--- config.mk ---
export PLATFORM = sky130hd
export DESIGN_NAME = genie_split_flat
export DESIGN_NICKNAME = d
export VERILOG_FILES = /design/src/rtl/genie_split_pkg.sv /design/src/rtl/genie_split_if.sv /design/src/rtl/genie_split.sv /design/src/flat_wrapper.sv
export SDC_FILE = /design/constraint.sdc
export NUM_CORES = 1
export LEC_CHECK = 0
export ABC_AREA = 0
export BUFFER_PORTS_ARGS = -buffer_cell sky130_fd_sc_hd__buf_2
export CAP_MARGIN = 15
export CORE_AREA = 10 10 47 49
export DETAILED_ROUTE_END_ITERATION = 12
export DIE_AREA = 0 0 57 59
export PLACE_DENSITY = 0.47
export SYNTH_ARGS = -nofsm -noshare
export SYNTH_HDL_FRONTEND = slang
export SYNTH_SLANG_ARGS = --single-unit
export TNS_END_PERCENT = 30
--- constraint.sdc ---
create_clock -name clk -period 2.1 [get_ports clk]
set_input_delay 0.105 -clock clk [delete_from_list [all_inputs] [get_ports clk]]
set_output_delay 0.105 -clock clk [all_outputs]
set_load 0.02 [all_outputs]
--- src/rtl/genie_split_pkg.sv ---
// Shared defaults for the genie_split broadcast node and its port interface.
// The optional per-packet mask lock is controlled by GENIE_SPLIT_PKT_LOCK_EN in genie_split.sv.
package genie_split_pkg;

  localparam int unsigned DEFAULT_NO    = 2;
  localparam int unsigned DEFAULT_WIDTH = 8;

endpackage

--- src/rtl/genie_split_if.sv ---
// Stream bundle for genie_split: one valid/ready/eop input plus NO per-output valid/ready lanes.
// slave = the split node itself, master = the surrounding logic that drives and consumes it.
interface genie_split_if
  import genie_split_pkg::*;
#(
  parameter int unsigned NO    = DEFAULT_NO,
  parameter int unsigned WIDTH = DEFAULT_WIDTH
);

  logic [WIDTH-1:0] i_data;
  logic             i_valid;
  logic             o_ready;
  logic             i_eop;
  logic [NO-1:0]    i_mask;
  logic [NO-1:0]    o_valid;
  logic [WIDTH-1:0] o_data;
  logic             o_eop;
  logic [NO-1:0]    i_ready;

  modport slave (
    input  i_data, i_valid, i_eop, i_mask, i_ready,
    output o_ready, o_valid, o_data, o_eop
  );

  modport master (
    output i_data, i_valid, i_eop, i_mask, i_ready,
    input  o_ready, o_valid, o_data, o_eop
  );

endinterface

--- src/rtl/genie_split.sv ---
// Zero-latency broadcast node: replicates each input beat onto the outputs selected by its mask.
// Define GENIE_SPLIT_PKT_LOCK_EN to latch the mask of a packet's first beat for the whole packet.
module genie_split
  import genie_split_pkg::*;
#(
  parameter int unsigned NO    = DEFAULT_NO,
  parameter int unsigned WIDTH = DEFAULT_WIDTH
) (
  input  logic          clk,
  input  logic          reset,
  genie_split_if.slave  bus
);

  logic [NO-1:0]    r_done;
  logic [NO-1:0]    w_effMask;
  logic [NO-1:0]    w_valid;
  logic             w_ready;
  logic             w_accept;
  logic [WIDTH-1:0] w_data;

`ifdef GENIE_SPLIT_PKT_LOCK_EN
  logic          r_inPkt;
  logic [NO-1:0] r_pktMask;

  assign w_effMask = r_inPkt ? r_pktMask : bus.i_mask;
`else
  assign w_effMask = bus.i_mask;
`endif

  // An output is offered the beat only until it has taken it once.
  assign w_valid  = {NO{bus.i_valid}} & w_effMask & ~r_done;
  assign w_ready  = &(~w_effMask | r_done | bus.i_ready);
  assign w_accept = bus.i_valid & w_ready;
  assign w_data   = bus.i_data;

  assign bus.o_valid = w_valid;
  assign bus.o_ready = w_ready;
  assign bus.o_data  = w_data;
  assign bus.o_eop   = bus.i_eop;

  always_ff @(posedge clk) begin
    if (reset) begin
      r_done <= '0;
    end else if (w_accept) begin
      r_done <= '0;
    end else begin
      r_done <= r_done | (w_valid & bus.i_ready);
    end
  end

`ifdef GENIE_SPLIT_PKT_LOCK_EN
  // Single-beat packets carry eop on their first beat and so never enter the locked state.
  always_ff @(posedge clk) begin
    if (reset) begin
      r_inPkt   <= 1'b0;
      r_pktMask <= '0;
    end else if (w_accept) begin
      if (bus.i_eop) begin
        r_inPkt <= 1'b0;
      end else if (!r_inPkt) begin
        r_inPkt   <= 1'b1;
        r_pktMask <= bus.i_mask;
      end
    end
  end
`endif

endmodule
--- src/flat_wrapper.sv ---
// flat-port wrapper written by rule: the top's interface ports become plain ports
module genie_split_flat import genie_split_pkg::*;
#(
  parameter int unsigned NO    = DEFAULT_NO,
  parameter int unsigned WIDTH = DEFAULT_WIDTH
)
  (clk, reset, bus_i_data, bus_i_valid, bus_i_eop, bus_i_mask, bus_i_ready, bus_o_ready, bus_o_valid, bus_o_data, bus_o_eop);
  genie_split_if #(.NO(NO), .WIDTH(WIDTH)) bus_i ();
  input  logic clk;
  input  logic reset;
  input wire logic [$bits(bus_i.i_data)-1:0] bus_i_data;
  input wire logic [$bits(bus_i.i_valid)-1:0] bus_i_valid;
  input wire logic [$bits(bus_i.i_eop)-1:0] bus_i_eop;
  input wire logic [$bits(bus_i.i_mask)-1:0] bus_i_mask;
  input wire logic [$bits(bus_i.i_ready)-1:0] bus_i_ready;
  output wire logic [$bits(bus_i.o_ready)-1:0] bus_o_ready;
  output wire logic [$bits(bus_i.o_valid)-1:0] bus_o_valid;
  output wire logic [$bits(bus_i.o_data)-1:0] bus_o_data;
  output wire logic [$bits(bus_i.o_eop)-1:0] bus_o_eop;
  assign bus_i.i_data = bus_i_data;
  assign bus_i.i_valid = bus_i_valid;
  assign bus_i.i_eop = bus_i_eop;
  assign bus_i.i_mask = bus_i_mask;
  assign bus_i.i_ready = bus_i_ready;
  assign bus_o_ready = bus_i.o_ready;
  assign bus_o_valid = bus_i.o_valid;
  assign bus_o_data = bus_i.o_data;
  assign bus_o_eop = bus_i.o_eop;
  genie_split #(.NO(NO), .WIDTH(WIDTH)) u_core (.clk(clk), .reset(reset), .bus(bus_i));
endmodule
# After elaboration in Yosys (flattened, before gate mapping)

Cells that the tools add are included.

Register bits after elaboration: 2
Input port bits: 16
Output and inout bits: 12
Logic and storage cells: 12

Bitwise gates (word level): 9
Reduce and logical (&&, ||, !) cells: 2

Operators by type and width:

| cell              | count |
|---|---|
| $and A2 B2 Y2     | 3 |
| $or A2 B2 Y2      | 3 |
| $not A2 Y2        | 2 |
| $reduce_and A2 Y1 | 1 |
| $reduce_or A2 Y1  | 1 |
| $and A1 B1 Y1     | 1 |

# Depth between registers and ports, before layout

Depth after elaboration: 6
Mapped depth: 2
Gate-level depth less buffers: 2

# Least setup slack after synthesis

OpenSTA, ideal clock, no wires.

Path kind: flip-flop to output port
From: register u_core.r_done[1]
To: output bus_o_ready
Arrival: 0.905 ns
Data required time: 1.995 ns
Path slack: 1.090 ns
Cell stages (with the launch flop): 3
Buffers on the path: 0
Cell sequence: dfxtp_1 or3b_1 and2_2

Word-level cells in the longest chain between the ends: 3

Ends and longest elaborated chain:

| item                      | line               | RTL |
|---|---|---|
| start: declaration        | genie_split.sv:14  | `logic [NO-1:0] r_done;` |
| start signal: assignment  | genie_split.sv:47  | `r_done <= r_done \| (w_valid & bus.i_ready);` |
| $or A2 B2 Y2 (2 in a row) | genie_split.sv:32  | `assign w_ready = &(~w_effMask \| r_done \| bus.i_ready);` |
| $reduce_and A2 Y1         | genie_split.sv:32  |  |
| end: declaration          | flat_wrapper.sv:16 | `output wire logic [$bits(bus_i.o_ready)-1:0] bus_o_ready;` |

Every way passes these cells.

# Worst setup path after layout

Same ends and word-level chain as after synthesis.

==> run summary <==
================================================================================
Fmax ..............................................................      728 MHz
Number of cells on the worst hold path ............................            2
Element type at the critical path end ............................. primary output
Drt drc ...........................................................            0
Number of cells on the worst reg-to-reg path ......................            2
Unrepaired setup endpoints after global routing ...................           no
Number of detailed-routing iterations run before antenna repair ...            4
Antenna Violating Nets Remaining ..................................            0
Sequential element share of the synthesized area ..................        22.7%
Cells after Synth .................................................           21
Area of the core ..................................................    1400 um^2
Number of vias in the routed layout ...............................          139
Global-route wire length before repair ............................       669 um
Count of endpoints failing hold in the final timing report ........            0
Number of pins exceeding their max-slew limit in the final report .            0
Number of flip-flops in the largest register ......................            2
Overflow left after global routing ................................            0
Top library cells by usage in the layout, fill and taps aside ..... 9 x sky130_fd_sc_hd__buf_2, 3 x sky130_fd_sc_hd__clkbuf_4
Setup WS pre-CTS ..................................................       961 ps
Gr usage total ....................................................        2.80%
Post-synthesis area per instance ..................................    8.40 um^2
Power density over the cells ......................................  765 nW/um^2
Standard-cell row count ...........................................           14
Worst Hold Path EP ................................................ u_core.r_done[0]$_SDFF_PP0_
Required time of the critical path ................................      2000 ps
Chip Height .......................................................        59 um
Width of the die ..................................................        57 um
Reg-to-reg setup timing slack .....................................      1080 ps
Maximum number of pins on one net before global-route repair ......            7
Post-layout instance area .........................................     196 um^2
Via count of the first global-routing pass ........................          163
Leakage Power .....................................................    0.0902 nW
Max transition margin .............................................        87.5%
Final total negative setup slack ..................................         0 ps
Most common cell after layout, fill and taps aside ................ sky130_fd_sc_hd__buf_2
WL/cell ...........................................................      10.6 um
Post-CTS Repair Setup Buffers .....................................            0
Area added between synthesis and finish ...........................        11.3%
Start-to-end type of the worst setup path ......................... flop to primary output
Worst min-delay path category ..................................... primary input to flop
Final standard cell count with taps included and fillers excluded .           40
Io pins ...........................................................           28
Final worst clock skew ............................................      6.01 ps
Worst setup SP type ...............................................         flop
Total die area ....................................................    3360 um^2
Outcome ...........................................................    completed
Crit Reg-Reg Startpoint ........................................... u_core.r_done[1]$_SDFF_PP0_
Hold Buf Count CTS ................................................            0
Setup WS post-layout ..............................................       727 ps
Clk slew on worst S/H paths .......................................        30 ps
Clock net sink count ..............................................            2
CTS H-tree lvls ...................................................            1
Resize count post-CTS .............................................            0
Total routed wirelength ...........................................       422 um
Clock period minus final worst setup slack ........................      1370 ps
Dpl cells .........................................................           37
Synth Cell Area ...................................................     176 um^2
Total CTS buffers .................................................            3
Reg-to-Reg End .................................................... u_core.r_done[0]$_SDFF_PP0_
Area post-placement ...............................................     174 um^2
Synth Register Bits ...............................................            2
Number of endpoints failing setup at the final stage ..............            0
Min-delay src .....................................................        reset
Clk_lat worst skew ................................................       220 ps
Number of vias per cell ...........................................         3.48
Data arrival time of the worst path ...............................      1270 ps
Starting DRT DRC Count ............................................            8
Initial core utilization ..........................................        12.6%
Number of nets in the layout ......................................           42
IR Drop Worst-Case VDD ............................................   0.000138 V
Number of diodes ..................................................            0
Final GP Congestion ...............................................        0.648
Number of buffers on the longest clock path .......................            2
Count of distinct cell types in the synthesized netlist ...........            9
Worst-Margin Slew .................................................       186 ps
Layout cells sized above 1 ........................................        54.2%
Final period util .................................................        65.4%
Largest register by flop count .................................... u_core.r_done
Clock tree from TritonCTS .........................................        built
Input/output buffers ..............................................            9
Final Total Pwr ...................................................   0.000150 W
Initial antenna violation count ...................................            0
Root Driver ....................................................... sky130_fd_sc_hd__clkbuf_4
Detailed placement HPWL ...........................................       336 um
Ys Warns ..........................................................            0
Net count of the mapped netlist ...................................           37
Total of max-cap violations .......................................            0
Top fanout value on the critical path .............................            3
Leading registers by flop count ................................... u_core.r_done (2)
================================================================================
## routing by layer
layer  part of all wire [%]  routed length, um  up-vias  GRT usage (%)
met3                     14                 60        0           1.50
met2                     34                142       10           1.86
li1                       -                  -       72              -
met1                     52                220       57           3.54
met4                      0                  0        0           5.37
met5                      0                  0        -              0
## synthesized netlist by cell type
master,count,share of area (%)
sky130_fd_sc_hd__nand2_1,1,2.1
sky130_fd_sc_hd__nor2_1,1,2.1
sky130_fd_sc_hd__or3b_1,2,9.9
sky130_fd_sc_hd__and3b_1,1,5.0
sky130_fd_sc_hd__buf_4,9,38
sky130_fd_sc_hd__a211oi_1,2,8.5
sky130_fd_sc_hd__and2_2,1,4.3
sky130_fd_sc_hd__a31oi_1,2,7.1
sky130_fd_sc_hd__dfxtp_1,2,23
## worst max-delay path: stages, from the launching register on
cell and delay (ps):
sky130_fd_sc_hd__dfxtp_1 300, sky130_fd_sc_hd__or3b_1 390, sky130_fd_sc_hd__and2_2 200, sky130_fd_sc_hd__buf_2 150
## power by group
| part | switching (W) | internal (W) |
|---|---|---|
| clock | 0.0000218 | 0.0000631 |
| sequential | 0.000000764 | 0.0000395 |
| combinational | 0.0000136 | 0.0000115 |
| total | 0.0000361 | 0.000114 |
## how the worst max path moves through the flow
stage,start,endpoint,slack (ps)
CTS,u_core.r_done[1]$_SDFF_PP0_,bus_o_ready,710
finish,u_core.r_done[1]$_SDFF_PP0_,bus_o_ready,730
floorplan,u_core.r_done[1]$_SDFF_PP0_,bus_o_ready,1090
detailed placement,u_core.r_done[1]$_SDFF_PP0_,bus_o_ready,960
global placement,u_core.r_done[1]$_SDFF_PP0_,bus_o_ready,960
global route,u_core.r_done[1]$_SDFF_PP0_,bus_o_ready,690
## cell families after synthesis
family	after synthesis	share of synthesized area (%)
simple gates	6	23.4
flops	2	22.7
buf+inv	9	38.3
compound gates	4	15.6
## cell type report
type,instances,area (um^2)
timing repair buffer,9,45.0
tap,16,20.0
multi-input combinational,10,68.8
fill,167,1200
clock buffer,3,22.5
sequential,2,40.0
## metrics by stage
stage / utilization, % / hold slack [ps]
final: 14.0 / 64.2
after global routing: 14.0 / 70.0
after CTS: 14.0 / 54.4
after detailed placement: 12.4 / 210
after global placement: 12.4 / 210
after floorplan: - / 178
Power figures use the tool's default switching activity.
